===== config.mk =====
export PLATFORM = sky130hd
export DESIGN_NAME = dmem_bus_arbiter
export DESIGN_NICKNAME = d
export VERILOG_FILES = /design/src/rtl/dmem_bus_arbiter.sv
export SDC_FILE = /design/constraint.sdc
export NUM_CORES = 1
export LEC_CHECK = 0
export ABC_AREA = 0
export CORE_AREA = 2 2 242 244
export CTS_CLUSTER_SIZE = 16
export DETAILED_ROUTE_END_ITERATION = 8
export DIE_AREA = 0 0 244 246
export GPL_TIMING_DRIVEN = 1
export HOLD_SLACK_MARGIN = 0.06
export PLACE_DENSITY = 0.49
export SYNTH_ARGS = -nofsm -noshare
export SYNTH_HDL_FRONTEND = slang
export SYNTH_SLANG_ARGS = --single-unit

===== constraint.sdc =====
create_clock -name clk -period 35.1 [get_ports clk]
set_input_delay 10.53 -clock clk [delete_from_list [all_inputs] [get_ports clk]]
set_output_delay 10.53 -clock clk [all_outputs]
set_load 0.01 [all_outputs]

===== src/rtl/dmem_bus_arbiter.sv =====
// Shares one data-memory port between the CPU load/store path and a host/debug
// requester. Round-robin arbitration, variable-latency memory handshake, CPU
// stall generation and a per-access timeout watchdog.
//
// Ports:
//   clk, rst          clock, asynchronous active-high reset
//   cpu_addr/wdata    CPU access address and store data
//   cpu_ctrl          {write, read, unused}; write wins if both are set
//   cpu_rdata/err     load data and timeout flag, valid in CPU_DONE
//   cpu_stall         combinational; holds the CPU while its access is pending
//   host_req/we/...   level request held until host_ack
//   host_rdata/ack    read data with a one-cycle completion pulse
//   host_err          accompanies host_ack when the access timed out
//   mem_*             memory port; strobes held until mem_ready
//   stall_cycles      saturating count of cycles with cpu_stall high
module dmem_bus_arbiter #(
  parameter int unsigned DATA_W  = 64,
  parameter int unsigned ADDR_W  = 64,
  parameter int unsigned TIMEOUT = 255,
  parameter int unsigned CNT_W   = 32
) (
  input  logic              clk,
  input  logic              rst,
  input  logic [ADDR_W-1:0] cpu_addr,
  input  logic [DATA_W-1:0] cpu_wdata,
  input  logic [2:0]        cpu_ctrl,
  output logic [DATA_W-1:0] cpu_rdata,
  output logic              cpu_stall,
  output logic              cpu_err,
  input  logic              host_req,
  input  logic              host_we,
  input  logic [ADDR_W-1:0] host_addr,
  input  logic [DATA_W-1:0] host_wdata,
  output logic [DATA_W-1:0] host_rdata,
  output logic              host_ack,
  output logic              host_err,
  output logic [ADDR_W-1:0] mem_addr,
  output logic [DATA_W-1:0] mem_wdata,
  output logic              mem_rd,
  output logic              mem_wr,
  input  logic [DATA_W-1:0] mem_rdata,
  input  logic              mem_ready,
  output logic [CNT_W-1:0]  stall_cycles
);

  localparam int unsigned TMR_W   = 32;
  localparam logic [TMR_W-1:0] TO_LAST = TMR_W'(TIMEOUT) - TMR_W'(1);

  typedef enum logic [2:0] {
    IDLE,
    CPU_ACC,
    HOST_ACC,
    CPU_DONE,
    HOST_DONE
  } state_t;

  state_t           state;
  state_t           state_nx;
  logic             last_grant_host;
  logic [TMR_W-1:0] timer;
  logic             cpu_req;
  logic             grant_cpu;
  logic             grant_host;
  logic             acc_ready;
  logic             acc_timeout;
  logic             timeout_hit;
  logic             unused_ctrl;

  assign unused_ctrl = cpu_ctrl[0];
  assign cpu_req     = cpu_ctrl[2] | cpu_ctrl[1];
  assign cpu_stall   = cpu_req && (state != CPU_DONE);
  // Last ACC cycle before abort; TIMEOUT of zero never expires.
  assign timeout_hit = (TIMEOUT != 0) && (timer == TO_LAST);

  // State register.
  always_ff @(posedge clk or posedge rst) begin
    if (rst) state <= IDLE;
    else     state <= state_nx;
  end

  // Next state, grant and access-termination decode.
  always_comb begin
    state_nx    = state;
    grant_cpu   = 1'b0;
    grant_host  = 1'b0;
    acc_ready   = 1'b0;
    acc_timeout = 1'b0;
    case (state)
      IDLE: begin
        // On a tie the side that was not served last wins.
        if (cpu_req && (!host_req || last_grant_host)) begin
          grant_cpu = 1'b1;
          state_nx  = CPU_ACC;
        end else if (host_req) begin
          grant_host = 1'b1;
          state_nx   = HOST_ACC;
        end
      end
      CPU_ACC: begin
        if (mem_ready) begin
          acc_ready = 1'b1;
          state_nx  = CPU_DONE;
        end else if (timeout_hit) begin
          acc_timeout = 1'b1;
          state_nx    = CPU_DONE;
        end
      end
      HOST_ACC: begin
        if (mem_ready) begin
          acc_ready = 1'b1;
          state_nx  = HOST_DONE;
        end else if (timeout_hit) begin
          acc_timeout = 1'b1;
          state_nx    = HOST_DONE;
        end
      end
      CPU_DONE:  state_nx = IDLE;
      HOST_DONE: state_nx = IDLE;
      default:   state_nx = IDLE;
    endcase
  end

  // Memory port, response registers, arbitration history and watchdog timer.
  always_ff @(posedge clk or posedge rst) begin
    if (rst) begin
      mem_addr        <= '0;
      mem_wdata       <= '0;
      mem_rd          <= 1'b0;
      mem_wr          <= 1'b0;
      cpu_rdata       <= '0;
      cpu_err         <= 1'b0;
      host_rdata      <= '0;
      host_ack        <= 1'b0;
      host_err        <= 1'b0;
      last_grant_host <= 1'b1;
      timer           <= '0;
    end else begin
      host_ack <= 1'b0;
      host_err <= 1'b0;

      if (grant_cpu) begin
        mem_addr  <= cpu_addr;
        mem_wdata <= cpu_wdata;
        mem_wr    <= cpu_ctrl[2];
        mem_rd    <= ~cpu_ctrl[2];
        cpu_err   <= 1'b0;
        timer     <= '0;
      end else if (grant_host) begin
        mem_addr  <= host_addr;
        mem_wdata <= host_wdata;
        mem_wr    <= host_we;
        mem_rd    <= ~host_we;
        timer     <= '0;
      end else if (state == CPU_ACC || state == HOST_ACC) begin
        timer <= timer + TMR_W'(1);
      end

      if (acc_ready || acc_timeout) begin
        mem_rd <= 1'b0;
        mem_wr <= 1'b0;
      end

      // Writes leave the read-data registers untouched; aborts clear them.
      if (state == CPU_ACC) begin
        if (acc_ready && mem_rd) cpu_rdata <= mem_rdata;
        if (acc_timeout) begin
          cpu_rdata <= '0;
          cpu_err   <= 1'b1;
        end
      end

      if (state == HOST_ACC) begin
        if (acc_ready && mem_rd) host_rdata <= mem_rdata;
        if (acc_timeout) host_rdata <= '0;
        if (acc_ready || acc_timeout) begin
          host_ack <= 1'b1;
          host_err <= acc_timeout;
        end
      end

      if (state == CPU_DONE)  last_grant_host <= 1'b0;
      if (state == HOST_DONE) last_grant_host <= 1'b1;
    end
  end

  // Saturating stall-cycle counter.
  always_ff @(posedge clk or posedge rst) begin
    if (rst) begin
      stall_cycles <= '0;
    end else if (cpu_stall && (stall_cycles != '1)) begin
      stall_cycles <= stall_cycles + CNT_W'(1);
    end
  end

endmodule


==> impl_metrics.tcl <==
set metrics [dict create \
    numCtsBuffers 41 \
    setup.worst_path.start_class "primary input" \
    timing_worst_setup_path_type "in2out" \
    comb_power_share_pct 43.7 \
    drt_first_iter_violations 525 \
    nNetsFinal 2339 \
    postLayoutCoreUtil_pct 39.4 \
    crit_path_depth 5 \
    wire_length_of_the_first_global_routing_pass_microns 82100 \
    synth-edff-count 0 \
    area_growth_pct 55.4 \
    path_max_fanout 7 \
    drt_pre_antenna_iters 6 \
    max_slew_margin_pct 23.0 \
    maximum_number_of_pins_on_one_net_before_global_route_repair 263 \
    fin_crit_sh_pct 65.0 \
    ant_diodes 0 \
    worst_setup_path_end_kind "output pin" \
    die_w_microns 244 \
    power.share.sequential_pct 34.3 \
    placeableCoreArea_sq_um 57400 \
    timing.setup.tns_ns 0 \
    drt_wl_total_microns 56500 \
    cp_top_family "buffers and inverters" \
    worst_clock_skew_ns 0.0164 \
    drt.antenna.violating_nets 0 \
    cell_breakdown_of_the_critical_path "clkdlybuf4s50_1 -> o21ai_0 -> buf_4 -> inv_1 -> clkdlybuf4s50_1" \
    post-synth-top-area-fraction_pct 56.4 \
    placement_rows 88 \
    post-route-drc-count 0 \
    synth.most_common_cell "sky130_fd_sc_hd__dfrtp_1" \
    power.net_switching_w 0.000653 \
    gp_congestion 0.828 \
    first_global_vias 12700 \
    num-fill-cells 5734 \
    cell_internal_power_dissipation_w 0.00116 \
    port_buffers 620 \
    critical_path.max_stage_delay_ns 0.66 \
    power.switching_fraction_pct 36.0 \
    initial_antenna_violation_count 3 \
    worst_setup_hold_path_clk_slew_ns 0.05 \
    worst_ir_drop_vdd_mv 0.0774 \
    cp.arrival_ns 12.29 \
    post-place-cells 2730 \
    regToRegStartpoint "timer[0]" \
    crit_start "cpu_ctrl[2]" \
    synth.yosys.warnings 0 \
    clock_power_share_pct 22.0 \
    r2r_slack_ns 31.78 \
    worst_path_max_delay_cell "sky130_fd_sc_hd__clkdlybuf4s50_1" \
    via_count 12500 \
    final-hold-violation-count 0 \
    yosysSeqAreaShare_pct 56.6 \
    power_density_nw_per_um2 80.2 \
    timing_worst_slew_pin_value_ns 1.15 \
    number_of_different_library_cells_in_the_post_synthesis_netlist 48 \
    critPathMostFrequentCell "sky130_fd_sc_hd__clkdlybuf4s50_1" \
    via_per_inst 4.46 \
    floorplan.initialDensity_pct 25.4 \
    async_flop_share_pct 100 \
    endpoints_failing_setup 0 \
    outcome "completed" \
    hold_path.class "reg2reg" \
    reported_max_cap_violation_count 0 \
    cts-htree-levels 2 \
    die-area_sq_um 60000 \
    cts.root.buffer_cell "sky130_fd_sc_hd__clkbuf_16" \
    netlist_instances 1426 \
    synth.cell_area_sq_um 14500 \
    yosys-top-cells-count "328 x sky130_fd_sc_hd__dfrtp_1, 222 x sky130_fd_sc_hd__nand2_1, 139 x sky130_fd_sc_hd__inv_1, 130 x sky130_fd_sc_hd__mux2i_1, 129 x sky130_fd_sc_hd__o22ai_1" \
    routed_wire_length_per_instance_microns 20.2 \
    critical_path.endpoint "cpu_stall" \
    synth.avg_cell_area_sq_um 10.2 \
    grtUsageTotal_pct 18.2 \
    slew_viol_final 0 \
    p_leak_nw 10.6 \
    layout-drive-gt1-share_pct 4.24 \
    clk_latency_ns 0.55 \
    synth-main-ff-cell "sky130_fd_sc_hd__dfrtp_1" \
    grt_overflow_total 0 \
    regToRegEndpoint "cpu_rdata[50]" \
    cts_post_setup_buffers_inserted 0 \
    postCtsResizedCells 0 \
    yosys.area.top_type "sky130_fd_sc_hd__dfrtp_1" \
    totalPowerFinal_w 0.00181 \
    fin_worst_hold_slack_ns 0.474 \
    number_of_register_bits_inferred_by_synthesis 329 \
    tritoncts "yes" \
    final_min_period_ns 22.82 \
    post_synth_main_area_contributors "sky130_fd_sc_hd__dfrtp_1 56%, sky130_fd_sc_hd__mux2i_1 8.9%, sky130_fd_sc_hd__nand2_1 5.7%" \
    highest_clock_frequency_the_design_can_meet_ghz 0.0438 \
    worst-path-buf-inv 4 \
    setup_repair_after_global_routing_missed_its_margin "false" \
    design.portCount 622 \
    required_ns 24.57 \
    detailedPlacementHpwl_microns 42700 \
    max-clock-path-buffers 3 \
    postCtsHoldBufs 0 \
    synthesis.nets 1757 \
    layout.cells.non_filler 2793 \
    die_h_microns 246 \
    cts_num_sinks 329 \
    rr_worst_depth 8 \
]
-- how the worst min path moves through the flow --
stage	end	startpoint	cells after the start	slack [ns]
2_1_floorplan	timer[30]	timer[30]	1	0.47
3_3_place_gp	mem_addr[17]	mem_addr[17]	2	0.46
3_5_place_dp	mem_wdata[57]	mem_wdata[57]	2	0.47
4_1_cts	mem_addr[61]	mem_addr[61]	2	0.48
5_1_grt	mem_addr[28]	mem_addr[28]	2	0.49
6_report	mem_wdata[5]	mem_wdata[5]	2	0.47
-- routing by layer --
| layer | part of all wire (%) | routed length [microns] | up-vias | GRT usage, % |
|---|---|---|---|---|
| met2 | 48 | 27100 | 473 | 30.9 |
| li1 | - | - | 6035 | - |
| met3 | 7.4 | 4160 | 78 | 5.00 |
| met1 | 41 | 23000 | 5867 | 22.0 |
| met4 | 3.7 | 2120 | 2 | 7.10 |
| met5 | 0.023 | 13 | - | 0 |
-- kinds of logic after synthesis --
group           Yosys count  synth area share (%)
buf+inv                 232                  7.05
compound gates          284                  11.3
mux                     132                  9.10
fa+ha+maj                 3                 0.258
xor+xnor                 55                  3.31
flops                   329                  56.6
simple gates            391                  12.4
-- flip-flops by register name (all words and copies together), names as in the netlist, 3 cells and up --
name          flops
stall_cycles     32
cpu_rdata        64
host_rdata       64
state             3
timer            32
mem_wdata        64
mem_addr         64
-- worst min-delay path, stage by stage, from the launching register on --
cell and delay, ns:
sky130_fd_sc_hd__dfrtp_1 0.34, sky130_fd_sc_hd__nand2_1 0.04, sky130_fd_sc_hd__o21ai_0 0.06
-- cell type report --
class | count | area [sq um] | area share (%)
Sequential cell | 329 | 8230 | 36.4
Timing Repair Buffer | 632 | 6310 | 27.9
Multi-Input combinational cell | 865 | 5340 | 23.6
Clock buffer | 60 | 1220 | 5.40
Tap cell | 765 | 957 | 4.23
Inverter | 139 | 529 | 2.34
Clock inverter | 3 | 18.8 | 0.0830
-- per-stage QoR --
stage	setup WS (ns)	instance area, sq um
after floorplan	13.42	14500
after global placement	12.26	21400
after detailed placement	12.25	21400
after CTS	12.25	22600
after global routing	12.20	22600
final	12.28	22600
-- power by group through the flow --
stage               registers [W]  clock network (W)  logic [W]
floorplan                0.000684                  0   0.000276
global placement         0.000623                  0   0.000805
detailed placement       0.000631                  0   0.000810
CTS                      0.000625           0.000415   0.000811
global route             0.000644           0.000431   0.000863
finish                   0.000623           0.000399   0.000793
-- layout by cell type (no fill, tap or decap), types with 9 or more instances in the layout --
cell,instances
sky130_fd_sc_hd__buf_4,11
sky130_fd_sc_hd__nor4_1,12
sky130_fd_sc_hd__o22ai_1,128
sky130_fd_sc_hd__xnor2_1,47
sky130_fd_sc_hd__dfrtp_1,328
sky130_fd_sc_hd__clkdlybuf4s50_1,620
sky130_fd_sc_hd__nand2_1,222
sky130_fd_sc_hd__and3_1,11
sky130_fd_sc_hd__mux2i_1,130
sky130_fd_sc_hd__o21ai_1,14
sky130_fd_sc_hd__nor3_1,13
sky130_fd_sc_hd__inv_1,138
sky130_fd_sc_hd__nand3_1,30
sky130_fd_sc_hd__nand4_1,29
sky130_fd_sc_hd__nor2_1,42
sky130_fd_sc_hd__clkbuf_16,43
sky130_fd_sc_hd__o21ai_0,121
sky130_fd_sc_hd__clkbuf_1,9
No activity file was read; power rests on OpenSTA's default activity.
